<file path="src/rtl/probe_capture_pkg.sv">
// Shared types and trigger-mode constants for the probe capture engine.
// Latency: none; declarations plus one combinational helper.
// Backpressure: not applicable.
package probe_capture_pkg;

    typedef enum logic [2:0] {
        IDLE,
        PRE,
        WAIT,
        POST,
        DONE
    } cap_state_t;

    localparam logic TRIG_LEVEL = 1'b0;
    localparam logic TRIG_EDGE  = 1'b1;

    // Masked equality; callers zero-extend to 64 bits, which the widest probe bus fits.
    function automatic logic probe_match(input logic [63:0] probe,
                                         input logic [63:0] value,
                                         input logic [63:0] mask);
        return ((probe ^ value) & mask) == 64'd0;
    endfunction

endpackage

</file>
<file path="src/rtl/capture_ram.sv">
// Sample store: one write port, one registered read port, W x DEPTH, block-RAM shaped.
// Latency: read data appears one clock after the read address is sampled.
// Backpressure: none; a write or read is accepted every cycle.
module capture_ram #(
    parameter  int W     = 8,
    parameter  int DEPTH = 256,
    localparam int AW    = $clog2(DEPTH)
) (
    input  logic          clk,
    input  logic          rst,
    input  logic          we,
    input  logic [AW-1:0] waddr,
    input  logic [W-1:0]  wdata,
    input  logic [AW-1:0] raddr,
    output logic [W-1:0]  rdata
);

    logic [W-1:0] mem [DEPTH];

    // Array itself is never reset so it maps onto a plain RAM macro.
    always_ff @(posedge clk) begin
        if (we) begin
            mem[waddr] <= wdata;
        end
    end

    // Output register carries the reset so the read port idles at zero.
    always_ff @(posedge clk) begin
        if (rst) begin
            rdata <= '0;
        end else begin
            rdata <= mem[raddr];
        end
    end

endmodule

</file>
<file path="src/rtl/probe_capture.sv">
// Ring-buffer logic analyzer: pre-trigger window, maskable level/edge trigger, trigger-aligned readback.
// Latency: armed one cycle after arm, triggered one cycle after the trigger sample, reads one cycle.
// Backpressure: none; probes are sampled every cycle while a capture is in progress.
module probe_capture
    import probe_capture_pkg::*;
#(
    parameter  int PROBE_W = 8,
    parameter  int DEPTH   = 256,
    localparam int AW      = $clog2(DEPTH)
) (
    input  logic               clk,
    input  logic               rst,
    input  logic [PROBE_W-1:0] probe_i,
    input  logic               arm_i,
    input  logic               force_trig_i,
    input  logic               trig_edge_i,
    input  logic [PROBE_W-1:0] trig_mask_i,
    input  logic [PROBE_W-1:0] trig_value_i,
    input  logic [AW-1:0]      pretrig_i,
    input  logic [AW-1:0]      rd_addr_i,
    output logic [PROBE_W-1:0] rd_data_o,
    output logic               armed_o,
    output logic               triggered_o,
    output logic               done_o
);

    localparam logic [AW-1:0] ONE       = AW'(1);
    localparam logic [AW-1:0] LAST_IDX  = AW'(DEPTH - 1);
    // Final post_cnt value is (DEPTH-2) - pretrig, giving DEPTH-1-pretrig post samples.
    localparam logic [AW-1:0] POST_BIAS = AW'(DEPTH - 2);

    cap_state_t    state;
    cap_state_t    state_nxt;
    logic [AW-1:0] wp;
    logic [AW-1:0] trig_ptr;
    logic [AW-1:0] pretrig_q;
    logic [AW-1:0] pre_cnt;
    logic [AW-1:0] post_cnt;
    logic [AW-1:0] rd_phys;
    logic          match;
    logic          match_prev;
    logic          hit;
    logic          trig;
    logic          capturing;
    logic          we;
    logic          triggered;

    assign match = probe_match(64'(probe_i), 64'(trig_value_i), 64'(trig_mask_i));

    // Next-state and per-cycle strobes; a concurrent arm overrides any trigger.
    always_comb begin
        state_nxt = state;
        capturing = (state == PRE) || (state == WAIT) || (state == POST);
        hit       = (trig_edge_i == TRIG_EDGE) ? (match & ~match_prev) : match;
        trig      = (state == WAIT) && !arm_i && (hit || force_trig_i);
        we        = capturing && !arm_i && !rst;
        if (arm_i) begin
            state_nxt = (pretrig_i == '0) ? WAIT : PRE;
        end else begin
            case (state)
                PRE:     if (pre_cnt == pretrig_q - ONE) state_nxt = WAIT;
                WAIT:    if (trig) state_nxt = (pretrig_q == LAST_IDX) ? DONE : POST;
                POST:    if (post_cnt == POST_BIAS - pretrig_q) state_nxt = DONE;
                default: state_nxt = state;
            endcase
        end
    end

    // State register.
    always_ff @(posedge clk) begin
        if (rst) begin
            state <= IDLE;
        end else begin
            state <= state_nxt;
        end
    end

    // Write pointer, window counters, trigger bookkeeping; wp free-runs across captures.
    always_ff @(posedge clk) begin
        if (rst) begin
            wp         <= '0;
            trig_ptr   <= '0;
            pretrig_q  <= '0;
            pre_cnt    <= '0;
            post_cnt   <= '0;
            match_prev <= 1'b0;
            triggered  <= 1'b0;
        end else begin
            // Seeding with 1 at arm keeps a match already present at arm from firing in edge mode.
            match_prev <= arm_i ? 1'b1 : match;
            if (we) begin
                wp <= wp + ONE;
            end
            if (arm_i) begin
                pretrig_q <= pretrig_i;
                pre_cnt   <= '0;
                post_cnt  <= '0;
                triggered <= 1'b0;
            end else begin
                if (state == PRE) begin
                    pre_cnt <= pre_cnt + ONE;
                end
                if (state == POST) begin
                    post_cnt <= post_cnt + ONE;
                end
                if (trig) begin
                    trig_ptr  <= wp;
                    triggered <= 1'b1;
                end
            end
        end
    end

    // Logical index 0 is the oldest sample, so the trigger lands at index pretrig.
    assign rd_phys = trig_ptr - pretrig_q + rd_addr_i;

    capture_ram #(
        .W     (PROBE_W),
        .DEPTH (DEPTH)
    ) u_ram (
        .clk   (clk),
        .rst   (rst),
        .we    (we),
        .waddr (wp),
        .wdata (probe_i),
        .raddr (rd_phys),
        .rdata (rd_data_o)
    );

    assign armed_o     = capturing;
    assign triggered_o = triggered;
    assign done_o      = (state == DONE);

endmodule

</file>
<file path="config.mk">
export PLATFORM = sky130hd
export DESIGN_NAME = probe_capture
export DESIGN_NICKNAME = d
export VERILOG_FILES = /design/src/rtl/probe_capture_pkg.sv /design/src/rtl/capture_ram.sv /design/src/rtl/probe_capture.sv
export SDC_FILE = /design/constraint.sdc
export NUM_CORES = 2
export LEC_CHECK = 0
export CELL_PAD_IN_SITES_DETAIL_PLACEMENT = 1
export CELL_PAD_IN_SITES_GLOBAL_PLACEMENT = 1
export CORE_MARGIN = 2
export CORE_UTILIZATION = 50
export DETAILED_ROUTE_END_ITERATION = 8
export PLACE_DENSITY_LB_ADDON = 0.3
export SLEW_MARGIN = 20
export SYNTH_ARGS = -nofsm -noshare
export SYNTH_HDL_FRONTEND = slang
export SYNTH_SLANG_ARGS = --single-unit
</file>
<file path="constraint.sdc">
create_clock -name clk -period 4.9 [get_ports clk]
set_clock_uncertainty 0.15 [all_clocks]
set_input_delay 1.47 -clock clk [delete_from_list [all_inputs] [get_ports clk]]
set_output_delay 1.47 -clock clk [all_outputs]
set_load 0.02 [all_outputs]
</file>
* Yosys cells after proc, flatten, opt, wreduce, memory -nomap -nowiden
Memories as Yosys holds them, arrays and structs flattened. A register that Yosys moved wholly into a read port is not among the register bits. Index checks and enable logic that the tools add are counted.
Storage, ports and cells: memories 1, memory bits (writable) 2048, word-level logic and storage cells 57, memory bits (read-only) 0, output and inout bits 11, bits of input ports 45, bits in latches 0, register bits after elaboration 45
Memory list:
- u_ram.mem | words 256, width 8, rd ports 1, clocked after Yosys merged registers in 1, wr ports 1, RTL line capture_ram.sv:18 | logic [W-1:0] mem [DEPTH];
Operators by class: bitwise operators 5, $mul 0, muxes and demuxes 11, $lt $le $gt $ge 0, divide/modulo/power cells 0, reductions and logical operators 15, $add $sub $neg 7, eq/ne operators 10, shift-type cells 0
Operators by type and width (count):
- $logic_not 64->1 | 1
- $add 8x1->8 const B | 3
- $eq 8x8->1 | 2
- $mux 3 | 5
- $ne 3x3->1 const B | 3
- $pmux 3 s3 | 1
- $add 8x8->8 | 1
- $and 8x8->8 | 1
- $eq 8x8->1 const B | 1
- $logic_not 8->1 | 1
- $sub 8x1->8 const B | 1
- $sub 8x8->8 | 1
- $sub 8x8->8 const A | 1
- $xor 8x8->8 | 1
- $eq 3x2->1 const B | 2
- $logic_and 1x1->1 | 4
- $mux 1 | 4
- $reduce_and 4->1 | 1
- $reduce_bool 4->1 | 1
- $eq 3x1->1 const B | 1
- $eq 3x3->1 const B | 1
- $logic_or 1x1->1 | 3
- $logic_not 1->1 | 2
- $mux 2 | 1
- 4 further kinds | 5

* Logic depth before layout (Yosys ltp)
depth after elaboration 10, gate-level depth with buffers 17

* Hierarchy
From an unflattened synthesis, not the netlist that was laid out.
Unflattened totals: cells, all modules 4380, area, all modules 83600.2 um2
Modules (own cells, without submodules):
- capture_ram | area each 80597.3 um2, instances 1, cells each 4027
- probe_capture | area each 3002.9 um2, instances 1, cells each 353

* Worst setup path after synthesis
No wires, ideal clock.
path type input to register, start point input rd_addr_i[1], end point register u_ram.rdata[1], read port of u_ram.mem, stages 11, setup time 0.136 ns, setup slack 0.056 ns, arrival 4.559 ns, buffers on the path 3, cell sequence inv_1 -> fa_1 -> fa_1 -> buf_4 -> clkbuf_1 -> clkbuf_1 -> mux4_2 -> mux4_2 -> mux2_2 -> o211ai_2 -> o211ai_1
Between the ends: word-level cells in the longest chain between the ends 1
Ends and longest elaborated chain:
- start, declared | RTL line probe_capture.sv:20 | input logic [AW-1:0] rd_addr_i,
- $add 8x8->8 | RTL line probe_capture.sv:115 | assign rd_phys = trig_ptr - pretrig_q + rd_addr_i;
- end, declared | RTL line capture_ram.sv:15 | output logic [W-1:0] rdata
No other way between the ends. A chain may end at the register's enable or synchronous reset.

* Worst setup path in the final report
start point input rd_addr_i[2], end point register u_ram.rdata[1], read port of u_ram.mem
The elaborated chain is that of the path after synthesis.

==> results.yml <==
floorplan:
  die_y_um: 411
  dieArea_um2: 169000
  die_x_um: 411
  start_util: 0.503
  rows: 149
  coreArea_um2: 165000
  ioPinCount: 56
yosys:
  syn_area_um2: 82800
  synth_async_sr_flop_share: 0
  synth_cell_type_count: 59
  synth_area_per_cell_um2: 20.0
  synthCells: 4130
  ys.flop_type: "edfxtp_1"
  synthesis.nets: 4199
  synth_edf_count: 2048
  synth_warnings: 0
  ys_seq_area_frac: 0.756
  ys_ff_latch: 2101
critical_path:
  path_class: "in2reg"
  r2r_start: "trig_ptr[1]"
  critPathArrivalTime_ns: 5.34
  worstPathMaxFanout: 13
  worstSetupEndpointType: "flip-flop"
  cp_data_required_time_ns: 5.47
  start_kind: "input pin"
  startpoint: "rd_addr_i[2]"
clock_tree:
  cts_tree: "done"
  htreeDepth: 4
  cts-buffers-inserted: 209
  cts-root-buf: "clkbuf_16"
  cts_sinks: 2101
  clk_path_buf_depth: 3
  clkTransAtPathRegs_ns: 0.07
  clock_latency_ns: 0.86
min_path:
  holdCritPathClass: "reg2reg"
  hold_start: "triggered_o"
timing:
  fmax_ghz: 0.210
  hold_viol: 0
  relSlewSlack: 0.276
  period_share: 0.973
  timing.hold.ws_ns: 0.311
  setup_violations: 0
  layout_min_cycle_time_ns: 4.77
  tightest_slew_ns: 1.08
  rsz0062_at_grt: "no"
  final_max_slew_viol_count: 0
drt:
  avgViaCountPerCell: 6.13
  first_pass_iters: 5
  ant_nets: 0
  drt_iter0_markers: 4565
  drc: 0
  wl_per_cell_um: 31.7
  finalWirelength_um: 227000
  vias: 43928
global_route:
  grt-ovfl-total: 0
  grt_max_degree: 165
  grt_pass1_wl_um: 328000
  grtUsageTotal: 0.270
  antenna_found_initial: 9
  grt_pass1_vias: 46813
power_and_ir_drop:
  vdd_drop_max_v: 0.000403
  p_per_area_nw_per_um2: 440
  p_leak_uw: 0.0323
cells_and_area:
  syn_to_final_growth_pct: 18.7
  post-route-util: 0.597
  fillers: 13945
  final_layout_size_suffix_gt1_frac: 0.317
  multiInputGateArea_um2: 19300
  num-nets-final: 4873
  regArea_um2: 62600
run_status:
  status: "finished clean"
placement:
  portBuffers: 55
  place.gp.congestion: 0.842
  hpwl_um: 142000
job:
  drv_cap: 0
[power breakdown]
group | internal, µW | total (µW) | switching, µW
Clock | 8780 | 15700 | 6950
Combinational | 3440 | 7700 | 4270
Sequential | 19700 | 19800 | 84.2
Total | 32000 | 43300 | 11300
[critical path, cell delays in order]
cell and delay (ns):
clkdlybuf4s50_1 0.50, inv_1 0.07, fa_1 0.53, inv_1 0.04, ha_1 0.29, buf_4 0.13, o21ai_0 0.14, xnor2_2 0.51
buf_12 0.26, mux2i_1 0.43, a22oi_2 0.19, nor4b_2 0.22, buf_4 0.15, a211oi_1 0.24, o211ai_1 0.14
[flip-flops by register name, summed over array words and instances (netlist names)]
name	flops
u_ram.mem	2048
pretrig_q	8
post_cnt	8
triggered_o	1
u_ram.rdata	8
state	3
pre_cnt	8
trig_ptr	8
match_prev	1
wp	8
[path summary, 6_finish.rpt]
check                                       to  slack, ns  depth (start not counted)
worst max-delay path            u_ram.rdata[1]       0.13                         15
worst min-delay path               triggered_o       0.31                          2
worst max register to register  u_ram.rdata[1]       0.59                         14
worst min register to register     triggered_o       0.31                          2
[cells in the mapped netlist, drive strengths merged (3+ instances only)]
cell type,instances,share of area
nand3,70,0.0042
nor3,9,0.00054
dfxtp,53,0.013
nand2b,3,0.00026
inv,35,0.0016
o211ai,38,0.0036
edfxtp,2048,0.74
a21oi,84,0.0053
fa,7,0.0017
ha,17,0.0026
mux2i,40,0.0048
o21ai,42,0.0025
clkbuf,111,0.0050
and3,5,0.00038
nand4,15,0.0011
nor2b,7,0.00053
and2,12,0.00091
nand2,379,0.017
a22oi,20,0.0018
a211oi,11,0.0011
o21a,3,0.00027
xnor2,21,0.0024
a2bb2oi,7,0.00074
nor2,316,0.014
o22ai,3,0.00023
mux2,6,0.00082
mux4,566,0.15
xor2,36,0.0038
or3,4,0.00030
buf,126,0.0088
nor3b,3,0.00027
a211o,9,0.00095
[per-layer routing]
layer,GRT usage,share of wire,up-vias
met2,0.453,0.51,1904
met5,0,0.00025,-
met4,0.0959,0.037,8
met3,0.0442,0.069,376
li1,-,-,18051
met1,0.360,0.39,23589
[area by class of cell]
| type | instances | area share |
|---|---|---|
| Timing Repair Buffer | 700 | 0.0700 |
| Tap cell | 2189 | 0.0279 |
| Antenna cell | 2 | 0.0000509 |
| Clock buffer | 261 | 0.0559 |
| Clock inverter | 125 | 0.0124 |
| Sequential cell | 2101 | 0.636 |
| Multi-Input combinational cell | 1756 | 0.196 |
| Inverter | 36 | 0.00137 |
[layout by cell type (no fill, tap or decap), types with 8 or more instances in the layout]
master	Yosys	final
nand4_1	15	15
a211o_1	9	8
buf_4	34	533
bufinv_16	0	15
xnor2_1	20	18
clkbuf_1	111	46
mux2i_1	40	34
nand2_1	379	379
clkinv_1	1	53
buf_8	0	11
dfxtp_1	53	53
xor2_1	36	35
clkinv_2	0	33
and2_1	11	11
nand3_2	0	16
clkdlybuf4s50_1	0	46
edfxtp_1	2048	2048
a21oi_2	1	12
clkbuf_16	0	221
o21ai_0	42	34
mux4_2	566	566
a22oi_1	20	14
ha_1	17	16
o211ai_1	36	36
a21oi_1	82	71
buf_12	0	83
nor2_1	316	315
inv_1	35	34
nand3_1	70	54
[through the flow]
stage	cell area [µm²]	setup slack, ns	total power, µW	setup TNS, ns	std cells
2_1_floorplan	82800	0.0556	23800	0	4130
3_3_place_gp	90800	-1.36	27200	-9.13	6755
3_5_place_dp	90800	-1.14	27400	-8.37	6755
4_1_cts	97700	-0.0580	43200	-0.259	7144
5_1_grt	98300	0.0299	44400	0	7168
6_report	98300	0.134	43300	0	7170
[timing repair]
item                                    CTS  global route
cloned                                    2            11
hold buffers                              0             0
pin swaps                                 1            11
gates resized for setup                  28            41
endpoints found under the setup margin    8             8
hold endpoints to repair                  0             0
buffers inserted                          1            14
[logic make-up after synthesis]
group / synth area share
and+or+nand+nor: 0.0412
DFF: 0.756
xor gates and xnor gates: 0.00626
AOI/OAI and AO/OA: 0.0176
buffers and inverters: 0.0155
adders and majority gates: 0.00426
muxes: 0.160
Note: power is estimated with default switching activity, not from simulation.
